<file path="config.mk">
export PLATFORM = sky130hd
export DESIGN_NAME = sum_requester
export DESIGN_NICKNAME = d
export VERILOG_FILES = /design/src/rtl/sum_requester.sv
export SDC_FILE = /design/constraint.sdc
export NUM_CORES = 1
export LEC_CHECK = 0
export ABC_AREA = 1
export BUFFER_PORTS_ARGS = -buffer_cell sky130_fd_sc_hd__buf_2
export CAP_MARGIN = 0
export CORE_MARGIN = 2
export CORE_UTILIZATION = 58
export CTS_BUF_LIST = sky130_fd_sc_hd__clkbuf_4 sky130_fd_sc_hd__clkbuf_8
export DETAILED_ROUTE_END_ITERATION = 12
export GPL_TIMING_DRIVEN = 0
export PLACE_DENSITY = 0.93
export RECOVER_POWER = 50
export SLEW_MARGIN = 40
export SYNTH_ARGS = -nofsm -noshare
export SYNTH_HDL_FRONTEND = slang
export SYNTH_SLANG_ARGS = --single-unit
</file>
<file path="constraint.sdc">
create_clock -name clk_i -period 4.06 [get_ports clk_i]
set_input_delay 0.609 -clock clk_i [delete_from_list [all_inputs] [get_ports clk_i]]
set_output_delay 0.609 -clock clk_i [all_outputs]
set_load 0.01 [all_outputs]
</file>
<file path="src/rtl/sum_requester.sv">
// sum_requester
//   Hands operand pairs to an external adder responder, waits for the
//   responder's completion edge, checks the returned sum and keeps running
//   pass/fail tallies.
//
//   Optional feature macro: SUM_REQ_TIMEOUT_EN
//     defined   -> a WAIT that sees no done rise ends after TIMEOUT cycles
//                  with a timeout result
//     undefined -> WAIT lasts until a done rise; res_timeout_o stays 0
//
//   Ports
//     clk_i, rst_n_i           clock, async active-low reset
//     in_valid_i/in_ready_o    upstream handshake for an operand pair
//     in_a_i, in_b_i           upstream operands
//     a_o, b_o                 operands presented to the responder
//     sample_o                 one-cycle request strobe to the responder
//     s_i, done_i              responder sum and completion (rising edge)
//     res_valid_o              one-cycle result strobe
//     res_sum_o                captured sum (0 on timeout)
//     res_ok_o, res_timeout_o  result qualifiers, valid with res_valid_o
//     pass_cnt_o, fail_cnt_o   saturating transaction tallies
//     busy_o                   high whenever the FSM is not idle
//
//   state | meaning
//   IDLE  | ready for an operand pair
//   ISSUE | sample strobe to the responder
//   WAIT  | waiting for a fresh done rise (or timeout)
//   GAP   | one dead cycle before returning to IDLE
module sum_requester #(
    parameter int WIDTH   = 4,
    parameter int TIMEOUT = 16
) (
    input  logic             clk_i,
    input  logic             rst_n_i,
    input  logic             in_valid_i,
    output logic             in_ready_o,
    input  logic [WIDTH-1:0] in_a_i,
    input  logic [WIDTH-1:0] in_b_i,
    output logic [WIDTH-1:0] a_o,
    output logic [WIDTH-1:0] b_o,
    output logic             sample_o,
    input  logic [WIDTH:0]   s_i,
    input  logic             done_i,
    output logic             res_valid_o,
    output logic [WIDTH:0]   res_sum_o,
    output logic             res_ok_o,
    output logic             res_timeout_o,
    output logic [7:0]       pass_cnt_o,
    output logic [7:0]       fail_cnt_o,
    output logic             busy_o
);

    typedef enum logic [1:0] {
        S_IDLE  = 2'd0,
        S_ISSUE = 2'd1,
        S_WAIT  = 2'd2,
        S_GAP   = 2'd3
    } state_t;

    state_t           state_q, state_d;
    logic [WIDTH-1:0] a_q, a_d, b_q, b_d;
    logic             done_q;
    logic             done_rise;
    logic             res_valid_q, res_valid_d;
    logic [WIDTH:0]   res_sum_q, res_sum_d;
    logic             res_ok_q, res_ok_d;
    logic             res_timeout_q, res_timeout_d;
    logic [7:0]       pass_q, pass_d, fail_q, fail_d;
    logic [WIDTH:0]   sum_exp;
    logic             tmo_hit;

    // A level that was already high before ISSUE never counts: only a
    // fresh 0->1 transition of done is a completion.
    assign done_rise = done_i & ~done_q;
    assign sum_exp   = {1'b0, a_q} + {1'b0, b_q};

`ifdef SUM_REQ_TIMEOUT_EN
    localparam int            CW        = $clog2(TIMEOUT + 1);
    localparam logic [CW-1:0] TMO_LIMIT = CW'(TIMEOUT);

    logic [CW-1:0] tmo_cnt_q, tmo_cnt_d, tmo_cnt_inc;

    assign tmo_cnt_inc = tmo_cnt_q + CW'(1);
    // Fires on the WAIT edge at which the count would reach TIMEOUT.
    assign tmo_hit     = (state_q == S_WAIT) && (tmo_cnt_inc == TMO_LIMIT);

    always_comb begin
        tmo_cnt_d = tmo_cnt_q;
        if (state_q == S_ISSUE) begin
            tmo_cnt_d = '0;
        end else if (state_q == S_WAIT) begin
            tmo_cnt_d = tmo_cnt_inc;
        end
    end

    always_ff @(posedge clk_i or negedge rst_n_i) begin
        if (!rst_n_i) begin
            tmo_cnt_q <= '0;
        end else begin
            tmo_cnt_q <= tmo_cnt_d;
        end
    end
`else
    assign tmo_hit = 1'b0;
`endif

    always_comb begin
        state_d       = state_q;
        a_d           = a_q;
        b_d           = b_q;
        res_valid_d   = 1'b0;
        res_sum_d     = res_sum_q;
        res_ok_d      = res_ok_q;
        res_timeout_d = res_timeout_q;
        case (state_q)
            S_IDLE: begin
                if (in_valid_i) begin
                    a_d     = in_a_i;
                    b_d     = in_b_i;
                    state_d = S_ISSUE;
                end
            end
            S_ISSUE: begin
                state_d = S_WAIT;
            end
            S_WAIT: begin
                // A rise on the timeout edge still wins.
                if (done_rise) begin
                    res_valid_d   = 1'b1;
                    res_sum_d     = s_i;
                    res_ok_d      = (s_i == sum_exp);
                    res_timeout_d = 1'b0;
                    state_d       = S_GAP;
                end else if (tmo_hit) begin
                    res_valid_d   = 1'b1;
                    res_sum_d     = '0;
                    res_ok_d      = 1'b0;
                    res_timeout_d = 1'b1;
                    state_d       = S_GAP;
                end
            end
            S_GAP: begin
                state_d = S_IDLE;
            end
            default: begin
                state_d = S_IDLE;
            end
        endcase

        pass_d = pass_q;
        fail_d = fail_q;
        if (res_valid_d) begin
            if (res_ok_d) begin
                if (pass_q != 8'hFF) pass_d = pass_q + 8'd1;
            end else begin
                if (fail_q != 8'hFF) fail_d = fail_q + 8'd1;
            end
        end
    end

    always_ff @(posedge clk_i or negedge rst_n_i) begin
        if (!rst_n_i) begin
            state_q       <= S_IDLE;
            a_q           <= '0;
            b_q           <= '0;
            done_q        <= 1'b0;
            res_valid_q   <= 1'b0;
            res_sum_q     <= '0;
            res_ok_q      <= 1'b0;
            res_timeout_q <= 1'b0;
            pass_q        <= 8'd0;
            fail_q        <= 8'd0;
        end else begin
            state_q       <= state_d;
            a_q           <= a_d;
            b_q           <= b_d;
            done_q        <= done_i;
            res_valid_q   <= res_valid_d;
            res_sum_q     <= res_sum_d;
            res_ok_q      <= res_ok_d;
            res_timeout_q <= res_timeout_d;
            pass_q        <= pass_d;
            fail_q        <= fail_d;
        end
    end

    assign in_ready_o    = (state_q == S_IDLE);
    assign busy_o        = (state_q != S_IDLE);
    assign sample_o      = (state_q == S_ISSUE);
    assign a_o           = a_q;
    assign b_o           = b_q;
    assign res_valid_o   = res_valid_q;
    assign res_sum_o     = res_sum_q;
    assign res_ok_o      = res_ok_q;
    assign res_timeout_o = res_timeout_q;
    assign pass_cnt_o    = pass_q;
    assign fail_cnt_o    = fail_q;

endmodule

</file>
==> metrics.md, run 1 <==
| Metric | Value |
|---|---|
| Post-route ant nets | `0` |
| Pin count of the biggest net entering global routing | `35` |
| CP Capture Type | `flip-flop` |
| 1st-pass router iterations | `4` |
| Psw | `0.6470 mW` |
| Drt total wl | `4.004 mm` |
| Peak VDD IR | `0.3832 mV` |
| Worst setup margin | `1.956 ns` |
| Slew margin rel. | `0.1241` |
| Fmax | `0.4752 GHz` |
| Synthesis-to-finish area growth | `17.72%` |
| Final core occ | `0.7339` |
| Max-cap violations | `0` |
| Worst path arrival time | `2.35 ns` |
| GP Congestion | `0.8355` |
| CP top delay family | `simple AND/OR/NAND/NOR gates` |
| First-pass GRT wire length | `6.513 mm` |
| Yosys warnings | `0` |
| Total track usage | `0.2393` |
| Die area | `0.003813 mm^2` |
| Setup Crit Path Kind | `reg -> reg` |
| Layout cells sized above 1 | `0.2724` |
| Vias in the first global route | `1,558` |
| Endpoints failing hold | `0` |
| Pre-CTS setup slack | `1.950 ns` |
| Non-filler cells, final | `323` |
| Post-route setup TNS | `0 ns` |
| Logic gate share of total power | `0.504` |
| Fin crit share | `0.5183` |
| Wire per inst | `12.40 um` |
| Slew Viols, Final | `0` |
| Distinct cell type count after synthesis | `28` |
| Clock-pin slew on the worst setup and hold paths | `0.10 ns` |
| Clock network fraction of total power | `0.131` |
| Worst Tran Pin Value | `1.314 ns` |
| Int Pwr | `0.8012 mW` |
| Hold bufs inserted after CTS | `0` |
| Core ar. | `0.003103 mm^2` |
| Worst-Skew Late Latency | `0.35 ns` |
| Clk Tree Root Cell | `clkbuf_4` |
| Syn nets | `248` |
| Initial core utilization | `0.6234` |
| Final min period | `2.104 ns` |
| # rows | `20` |
| Nets | `306` |
| Gate Count Post-Synth | `221` |
| Setup bufs post-CTS | `0` |
| Mapped cell area | `0.001934 mm^2` |
| Mean Syn Cell Area | `8.753 um^2` |
| Final HPWL DP | `3.029 mm` |
| Setup violators final | `0` |
| Top cell by count, worst path | `nand2_1` |
| Pwr Density | `635.9 mW/mm^2` |
| DP Cell Count | `315` |
| # resized after CTS | `0` |
| Deepest clock path buffer count | `2` |
| I/O pin count | `52` |
| Vias | `1,612` |
| Commonest non-fill, non-tap cell in the layout | `nand2_1` |
| Initial antenna violation count | `0` |
| Crit path buf inv count | `0` |
| Unrepaired setup endpoints after global routing | `no` |
| Critical path's slowest cell | `fa_1` |
| Die Span Y | `61.75 um` |
| Sw frac | `0.4468` |
| Sequential fraction of the synthesis area | `0.4398` |
| # diodes | `0` |
| Flops & latches, synth | `34` |
| TritonCTS buffer count | `5` |
| Critical-path cell list | `ha_1, fa_1, nand2_1, nand2_1, nand3_2, nor2_8, nand4_2, nand2_1, nand2_1` |
| P_leak | `1.266 nW` |
| Class of the worst hold path | `in -> async` |
| Via density | `4.991` |
| Commonest cells after routing, fill and taps aside | `69 x nand2_1, 41 x buf_2, 34 x dfrtp_1` |
| Worst path required time | `4.30 ns` |
| Status | `completed` |
| Worst Setup Start Kind | `flip-flop` |
| # DRC | `0` |
| IO Port Bufs | `50` |
| GRT overflow | `0` |
| Worst path max stage delay | `0.51 ns` |
| Fin Hold WS | `0.1877 ns` |
| Power share of the sequential group | `0.365` |
| Die width | `61.75 um` |
| CTS H-tree lvls | `2` |
| Iteration-0 DRC Markers | `76` |
| Clock Sink Count | `34` |
| TritonCTS clock tree | `done` |
| Crit path max fanout | `8` |
| Worst Skew | `0.01385 ns` |
-- state kept, by name, summed over array words and instances (netlist names) --
name and flops:
res_sum_o 5, state_q 2, b_o 4, pass_cnt_o 8, done_q 1, a_o 4
fail_cnt_o 8, res_ok_o 1, res_valid_o 1
-- cells by family (layout without fill, tap and decap cells) --
| group | Yosys count | count (layout) | synth area share |
|---|---|---|---|
| AND/OR/NAND/NOR | 119 | 119 | 0.3072 |
| other | 1 | 1 | 0.001939 |
| buffers and inverters | 27 | 85 | 0.05433 |
| AO/OA/AOI/OAI | 10 | 10 | 0.02717 |
| flip-flops | 34 | 34 | 0.4398 |
| multiplexers | 8 | 8 | 0.04657 |
| adder cells (fa/ha/maj) | 10 | 10 | 0.06857 |
| XOR/XNOR | 12 | 12 | 0.05434 |
-- cells in the mapped netlist --
master	number	share of area
nand2_4	2	0.012
xor2_1	9	0.041
nand3_2	4	0.021
clkbuf_1	1	0.0019
inv_2	3	0.0058
nor2_8	1	0.010
dfrtp_1	34	0.44
nand4_2	1	0.0065
nand4_1	2	0.0065
nor3_1	2	0.0052
xnor2_1	3	0.014
nor2_1	5	0.0097
nor2_2	2	0.0065
a21oi_1	3	0.0078
conb_1	1	0.0019
nor4_1	1	0.0032
nand2_1	69	0.13
nand3_4	1	0.0091
nand3_1	23	0.060
o21ai_0	6	0.016
a22oi_1	1	0.0039
inv_1	22	0.043
buf_4	1	0.0039
ha_1	9	0.058
nand2_2	4	0.013
mux2_2	8	0.047
fa_1	1	0.010
nor2_4	2	0.012
-- power groups by stage --
stage	clock (mW)	sequential (mW)	combinational, mW
4_1_cts	0.193	0.526	0.749
6_report	0.190	0.528	0.730
3_3_place_gp	0	0.525	0.701
2_1_floorplan	0	0.564	0.489
3_5_place_dp	0	0.532	0.744
5_1_grt	0.210	0.542	0.820
-- metrics by stage --
step	instance area, um^2	total power, mW
after global routing	2277	1.573
after global placement	2240	1.226
after CTS	2292	1.468
after detailed placement	2240	1.277
final	2277	1.448
after floorplan	1934	1.053
-- routing by layer --
layer	GRT usage	vias up	wire (um)
met5	0	-	0
met4	0.09119	0	80
met3	0.07246	7	212
met2	0.4316	42	2065
met1	0.2637	743	1646
li1	-	820	-
-- final timing paths --
check,slack (ns),startpoint,cells after the start,end
max,1.96,a_o[0],9,pass_cnt_o[1]
min,0.19,rst_n_i,1,fail_cnt_o[7]
max reg2reg,1.96,a_o[0],9,pass_cnt_o[1]
min reg2reg,0.50,res_sum_o[4],2,res_sum_o[4]
max in group asynchronous,2.30,rst_n_i,2,res_sum_o[4]
min in group clk_i,0.40,done_i,1,done_q
-- cell type report --
cell class / instances / area [um^2]
multi-input cells: 160 / 970.9
flip-flops and latches: 34 / 850.8
fillers: 266 / 825.8
repair buffers: 51 / 242.7
inverters: 25 / 93.84
well taps: 44 / 55.05
clock buffers: 7 / 52.55
plain buffers: 2 / 11.26
No activity file was read; power rests on OpenSTA's default activity.
==> inputs of run 2 (changes only) <==
--- a/config.mk
+++ b/config.mk
@@ -9,11 +9,11 @@
 export BUFFER_PORTS_ARGS = -buffer_cell sky130_fd_sc_hd__buf_2
 export CAP_MARGIN = 0
 export CORE_MARGIN = 2
-export CORE_UTILIZATION = 58
+export CORE_UTILIZATION = 54
 export CTS_BUF_LIST = sky130_fd_sc_hd__clkbuf_4 sky130_fd_sc_hd__clkbuf_8
 export DETAILED_ROUTE_END_ITERATION = 12
 export GPL_TIMING_DRIVEN = 0
-export PLACE_DENSITY = 0.93
+export PLACE_DENSITY = 0.88
 export RECOVER_POWER = 50
 export SLEW_MARGIN = 40
 export SYNTH_ARGS = -nofsm -noshare
==> constraint.sdc (replaced) <==
create_clock -name clk_i -period 2.1 [get_ports clk_i]
set_input_delay 0.315 -clock clk_i [delete_from_list [all_inputs] [get_ports clk_i]]
set_output_delay 0.315 -clock clk_i [all_outputs]
set_load 0.01 [all_outputs]
==> run 2 against run 1 <==
Largest power group unchanged; first-iteration DRC count rose by 13%; global-route usage fell by 3.5 points; flip-flop and latch count did not move; critical path depth rose by 1; power rose by 95%; routed wire length fell by 4.8%; core utilization fell by 4.2 points; fmax rose by 3.4%; worst hold slack got worse by 0.065 ns; setup slack got worse by 1.9 ns; via count rose by 1.3%; highest routed layer unchanged.
==> metrics.md, run 2 (same netlist as run 1, synthesis figures left out) <==
| Metric | Value |
|---|---|
| # diodes | `0` |
| Fin Hold WS | `0.1230 ns` |
| Die width | `63.85 um` |
| Layout filler cell count | `275` |
| Final core occ | `0.6918` |
| Post-route ant nets | `0` |
| Slew margin rel. | `0.4629` |
| Die Span Y | `63.85 um` |
| Placement Cell Area | `0.002242 mm^2` |
| Nets | `309` |
| Crit path max fanout | `6` |
| Deepest clock path buffer count | `2` |
| 1st-pass router iterations | `4` |
| Max-cap violations | `0` |
| TritonCTS buffer count | `5` |
| FF-to-FF setup slack | `0.06 ns` |
| Multi-input logic area | `0.001002 mm^2` |
| Die area | `0.004077 mm^2` |
| Critical path's slowest cell | `fa_2` |
| Clock-pin slew on the worst setup and hold paths | `0.10 ns` |
| Iteration-0 DRC Markers | `86` |
| Commonest non-fill, non-tap cell in the layout | `nand2_1` |
| Critical-path cell list | `ha_2, fa_2, nand2_1, nand2_2, nand3_2, nor2_8, nand3_4, buf_6, nand3_1, nand2_1` |
| Vias in the first global route | `1,503` |
| I/O pin count | `52` |
| Top cell by count, worst path | `nand2_1` |
| Status | `completed` |
| Via density | `4.979` |
| Clk Tree Root Cell | `clkbuf_4` |
| Class of the worst hold path | `in -> reg` |
| Pin count of the biggest net entering global routing | `35` |
| Design area | `0.002345 mm^2` |
| P_leak | `1.288 nW` |
| Worst-Skew Late Latency | `0.32 ns` |
| # rows | `21` |
| Power, Total | `2.829 mW` |
| Initial core utilization | `0.5707` |
| Core ar. | `0.003390 mm^2` |
| Unrepaired setup endpoints after global routing | `yes` |
| TritonCTS clock tree | `done` |
| Synthesis-to-finish area growth | `21.22%` |
| Worst path max stage delay | `0.53 ns` |
| Wire per inst | `11.62 um` |
| Total track usage | `0.2041` |
| Pwr Density | `1207 mW/mm^2` |
| CTS H-tree lvls | `2` |
| Initial antenna violation count | `0` |
| IO Port Bufs | `50` |
| Peak VDD IR | `0.7871 mV` |
| FF+latch area | `850.8 um^2` |
| Endpoints failing hold | `0` |
| Slew Viols, Final | `0` |
| Worst path required time | `2.33 ns` |
| Drt total wl | `3.810 mm` |
| # DRC | `0` |
| Post-route setup TNS | `0 ns` |
| Fin crit share | `0.9695` |
| Final min period | `2.036 ns` |
| Worst path arrival time | `2.26 ns` |
| Worst Setup Start Kind | `flip-flop` |
| Commonest cells after routing, fill and taps aside | `68 x nand2_1, 41 x buf_2, 34 x dfrtp_1` |
| GRT overflow | `0` |
| Clock Sink Count | `34` |
| Vias | `1,633` |
| Worst Tran Pin Value | `0.8056 ns` |
| Setup violators final | `0` |
| CP Capture Type | `flip-flop` |
| Fmax | `0.4912 GHz` |
| Worst Skew | `0.01353 ns` |
| First-pass GRT wire length | `6.534 mm` |
| Layout cells sized above 1 | `0.3050` |
| Setup Crit Path Kind | `reg -> reg` |
| Final HPWL DP | `2.855 mm` |
| GP Congestion | `0.8484` |
==> run 2: per-stage QoR <==
step	worst slack [ns]	std cells
after floorplan	0.1726	221
after global placement	0.07852	317
after detailed placement	0.04039	317
after CTS	0.03522	324
after global routing	-0.04185	328
final	0.06407	328
==> run 2: critical path: cells and delay by family, from the launching register on <==
family                   cells  cell delay (ns)
AND/OR/NAND/NOR              7             0.65
adder cells (fa/ha/maj)      2             0.74
buffers and inverters        1             0.17
flip-flops                   1             0.41
==> run 2: worst paths after layout <==
kind / end / cells after the start / start
worst max-delay path: fail_cnt_o[4] / 10 / b_o[0]
max in group asynchronous: state_q[1] / 2 / rst_n_i
min in group asynchronous: fail_cnt_o[4] / 2 / rst_n_i
worst max register to register: fail_cnt_o[4] / 10 / b_o[0]
worst min-delay path: done_q / 1 / done_i
worst min register to register: res_sum_o[3] / 2 / res_sum_o[3]
==> run 2: power by group <==
group,switching (mW),total (mW),internal [mW]
clock network,0.195,0.347,0.152
logic,0.898,1.47,0.570
registers,0.164,1.01,0.850
total,1.26,2.83,1.57
==> run 2: cell type report <==
type	count	share of cell area
plain buffers	2	0.004803
clock buffers	7	0.02241
inverters	25	0.04002
multi-input cells	160	0.4274
flip-flops and latches	34	0.3629
well taps	46	0.02455
repair buffers	54	0.1179
==> run 2: routing by layer <==
layer  part of all wire  global-route usage  vias to the layer above
met4              0.012             0.07337                        0
met5                  0                   0                        -
met1               0.43              0.2543                      755
met2               0.52              0.3529                       37
met3              0.041             0.03697                        5
li1                   -                   -                      836
==> run 2: what timing repair did <==
action                                  in CTS  in global routing
buffers inserted                             0                  3
hold buffers                                 0                  1
hold endpoints to repair                     0                 34
resized for setup                            0                  9
endpoints found under the setup margin       0                 16
==> inputs of run 3 (changes only) <==
--- a/config.mk
+++ b/config.mk
@@ -12,7 +12,7 @@
 export CORE_UTILIZATION = 54
 export CTS_BUF_LIST = sky130_fd_sc_hd__clkbuf_4 sky130_fd_sc_hd__clkbuf_8
 export DETAILED_ROUTE_END_ITERATION = 12
-export GPL_TIMING_DRIVEN = 0
+export GPL_TIMING_DRIVEN = 1
 export PLACE_DENSITY = 0.88
 export RECOVER_POWER = 50
 export SLEW_MARGIN = 40
==> run 3 against run 2 <==
Fmax grew 1.7%; flip-flop and latch count is the same; worst hold slack lost 0.0043 ns; largest cell class unchanged; sequential power is essentially flat; power grew 3.2%; clock power grew 29%; largest power group unchanged; global-route usage is essentially flat; setup slack gained 0.035 ns.
==> metrics.md, run 3 (same netlist as run 1, synthesis figures left out) <==
| Metric | Value |
|---|---|
| Status | `completed` |
| Die Span Y | `63.85 um` |
| Clock-pin slew on the worst setup and hold paths | `0.10 ns` |
| Commonest non-fill, non-tap cell in the layout | `nand2_1` |
| # DRC | `0` |
| R2r endpoint | `pass_cnt_o[5]` |
| Nets | `308` |
| Worst Skew | `0.01395 ns` |
| Final HPWL DP | `2.837 mm` |
| FF-to-FF path depth | `10` |
| Critical path's slowest cell | `fa_2` |
| FF-to-FF setup slack | `0.1 ns` |
| Fin crit share | `0.9529` |
| GP Congestion | `0.8293` |
| Final min period | `2.001 ns` |
| Pin count of the biggest net entering global routing | `35` |
| # rows | `21` |
| FF+latch area | `850.8 um^2` |
| Worst path required time | `2.38 ns` |
| Total track usage | `0.2038` |
| Initial core utilization | `0.5707` |
| Post-route ant nets | `0` |
| Hold Path Origin | `done_i` |
| Vias | `1,642` |
| Clk Tree Root Cell | `clkbuf_4` |
| Worst Tran Pin Value | `0.8181 ns` |
| Min-Delay Endpoint | `done_q` |
| GRT overflow | `0` |
| Slew margin rel. | `0.4546` |
| Slew Viols, Final | `0` |
| Peak VDD IR | `0.8505 mV` |
| Hold path cells | `1` |
| Class of the worst hold path | `in -> reg` |
| Via density | `5.006` |
| I/O pin count | `52` |
| Core ar. | `0.003390 mm^2` |
| Top cell by count, worst path | `nand2_1` |
| Synthesis-to-finish area growth | `21.93%` |
| TritonCTS clock tree | `done` |
| Endpoints failing hold | `0` |
| Wire per inst | `11.78 um` |
| CP Capture Type | `flip-flop` |
| Clock Sink Count | `34` |
| Vias in the first global route | `1,514` |
| Commonest cells after routing, fill and taps aside | `68 x nand2_1, 34 x dfrtp_1, 34 x buf_2` |
| Worst path max stage delay | `0.53 ns` |
| Design area | `0.002359 mm^2` |
| Max-cap violations | `0` |
| Initial antenna violation count | `0` |
| First-pass GRT wire length | `6.458 mm` |
| Pre-CTS setup slack | `0.05962 ns` |
| Worst path arrival time | `2.28 ns` |
| Layout cells sized above 1 | `0.2766` |
| Pwr Density | `1238 mW/mm^2` |
| Die width | `63.85 um` |
| TritonCTS buffer count | `5` |
| DP Cell Count | `315` |
| Deepest clock path buffer count | `2` |
| Layout filler cell count | `268` |
| Worst reg2reg startpoint | `b_o[0]` |
| Placement Cell Area | `0.002231 mm^2` |
| P_leak | `1.278 nW` |
| Worst Setup Start Kind | `flip-flop` |
| Critical-path cell list | `ha_2, fa_2, nand2_1, nand2_2, nand2_1, nor2_1, nand3_2, nor2_4, nand3_1, nand2_1` |
| Drt total wl | `3.865 mm` |
| Non-filler cells, final | `328` |
| Iteration-0 DRC Markers | `113` |
| Worst-Skew Late Latency | `0.34 ns` |
| # diodes | `0` |
| IO Port Bufs | `50` |
| 1st-pass router iterations | `4` |
| Worst setup margin | `0.09890 ns` |
| Crit path max fanout | `8` |
| Fmax | `0.4997 GHz` |
| Multi-input logic area | `0.001002 mm^2` |
| Setup violators final | `0` |
| CTS H-tree lvls | `2` |
| Setup Crit Path Kind | `reg -> reg` |
| Die area | `0.004077 mm^2` |
run 3: repair_timing:
item / in CTS / in global routing
hold endpoints to repair: 0 / 34
gates resized for setup: 0 / 8
setup endpoints to repair: 0 / 16
hold buffers: 0 / 1
setup buffers: 0 / 4
run 3: stage by stage:
stage	hold slack [ns]	utilization	total power, mW	setup TNS, ns
finish	0.1187	0.6958	2.919	0
global route	0.1003	0.6958	3.166	-0.02984
CTS	0.04540	0.6814	2.903	0
detailed placement	0.4238	0.6582	2.448	0
global placement	0.4188	0.6582	2.379	0
floorplan	0.01941	-	2.036	0
run 3: area by class of cell:
class,count,share of cell area
clock buffers,8,0.03342
inverters,25,0.03979
well taps,46,0.02440
repair buffers,55,0.1167
multi-input cells,160,0.4249
flip-flops and latches,34,0.3607
run 3: metal layers:
layer	share of wire	global-route usage	vias to the layer above
met3	0.051	0.04225	5
met1	0.45	0.2474	764
met2	0.49	0.3464	43
li1	-	-	830
met5	0	0	-
met4	0.014	0.09239	0
run 3: worst max path at each step:
stage / startpoint / to / slack (ns) / depth (start not counted)
6_report: b_o[0] / pass_cnt_o[5] / 0.1 / 10
5_1_grt: a_o[0] / pass_cnt_o[0] / -0.02 / 10
4_1_cts: a_o[0] / pass_cnt_o[5] / 0.04 / 9
2_1_floorplan: a_o[0] / pass_cnt_o[0] / 0.17 / 9
3_5_place_dp: a_o[0] / pass_cnt_o[5] / 0.06 / 9
3_3_place_gp: a_o[0] / pass_cnt_o[6] / 0.13 / 9
run 3: critical path: cells and delay by family (launching register included):
kind                     cells  cell delay [ns]
adder cells (fa/ha/maj)      2             0.74
AND/OR/NAND/NOR              8             0.81
flip-flops                   1             0.42
run 3: report_power, final:
part | total [mW] | internal (mW) | leakage, nW | switching [mW]
Combinational | 1.46 | 0.553 | 0.795 | 0.903
Sequential | 1.02 | 0.850 | 0.439 | 0.167
Clock | 0.446 | 0.229 | 0.0446 | 0.218
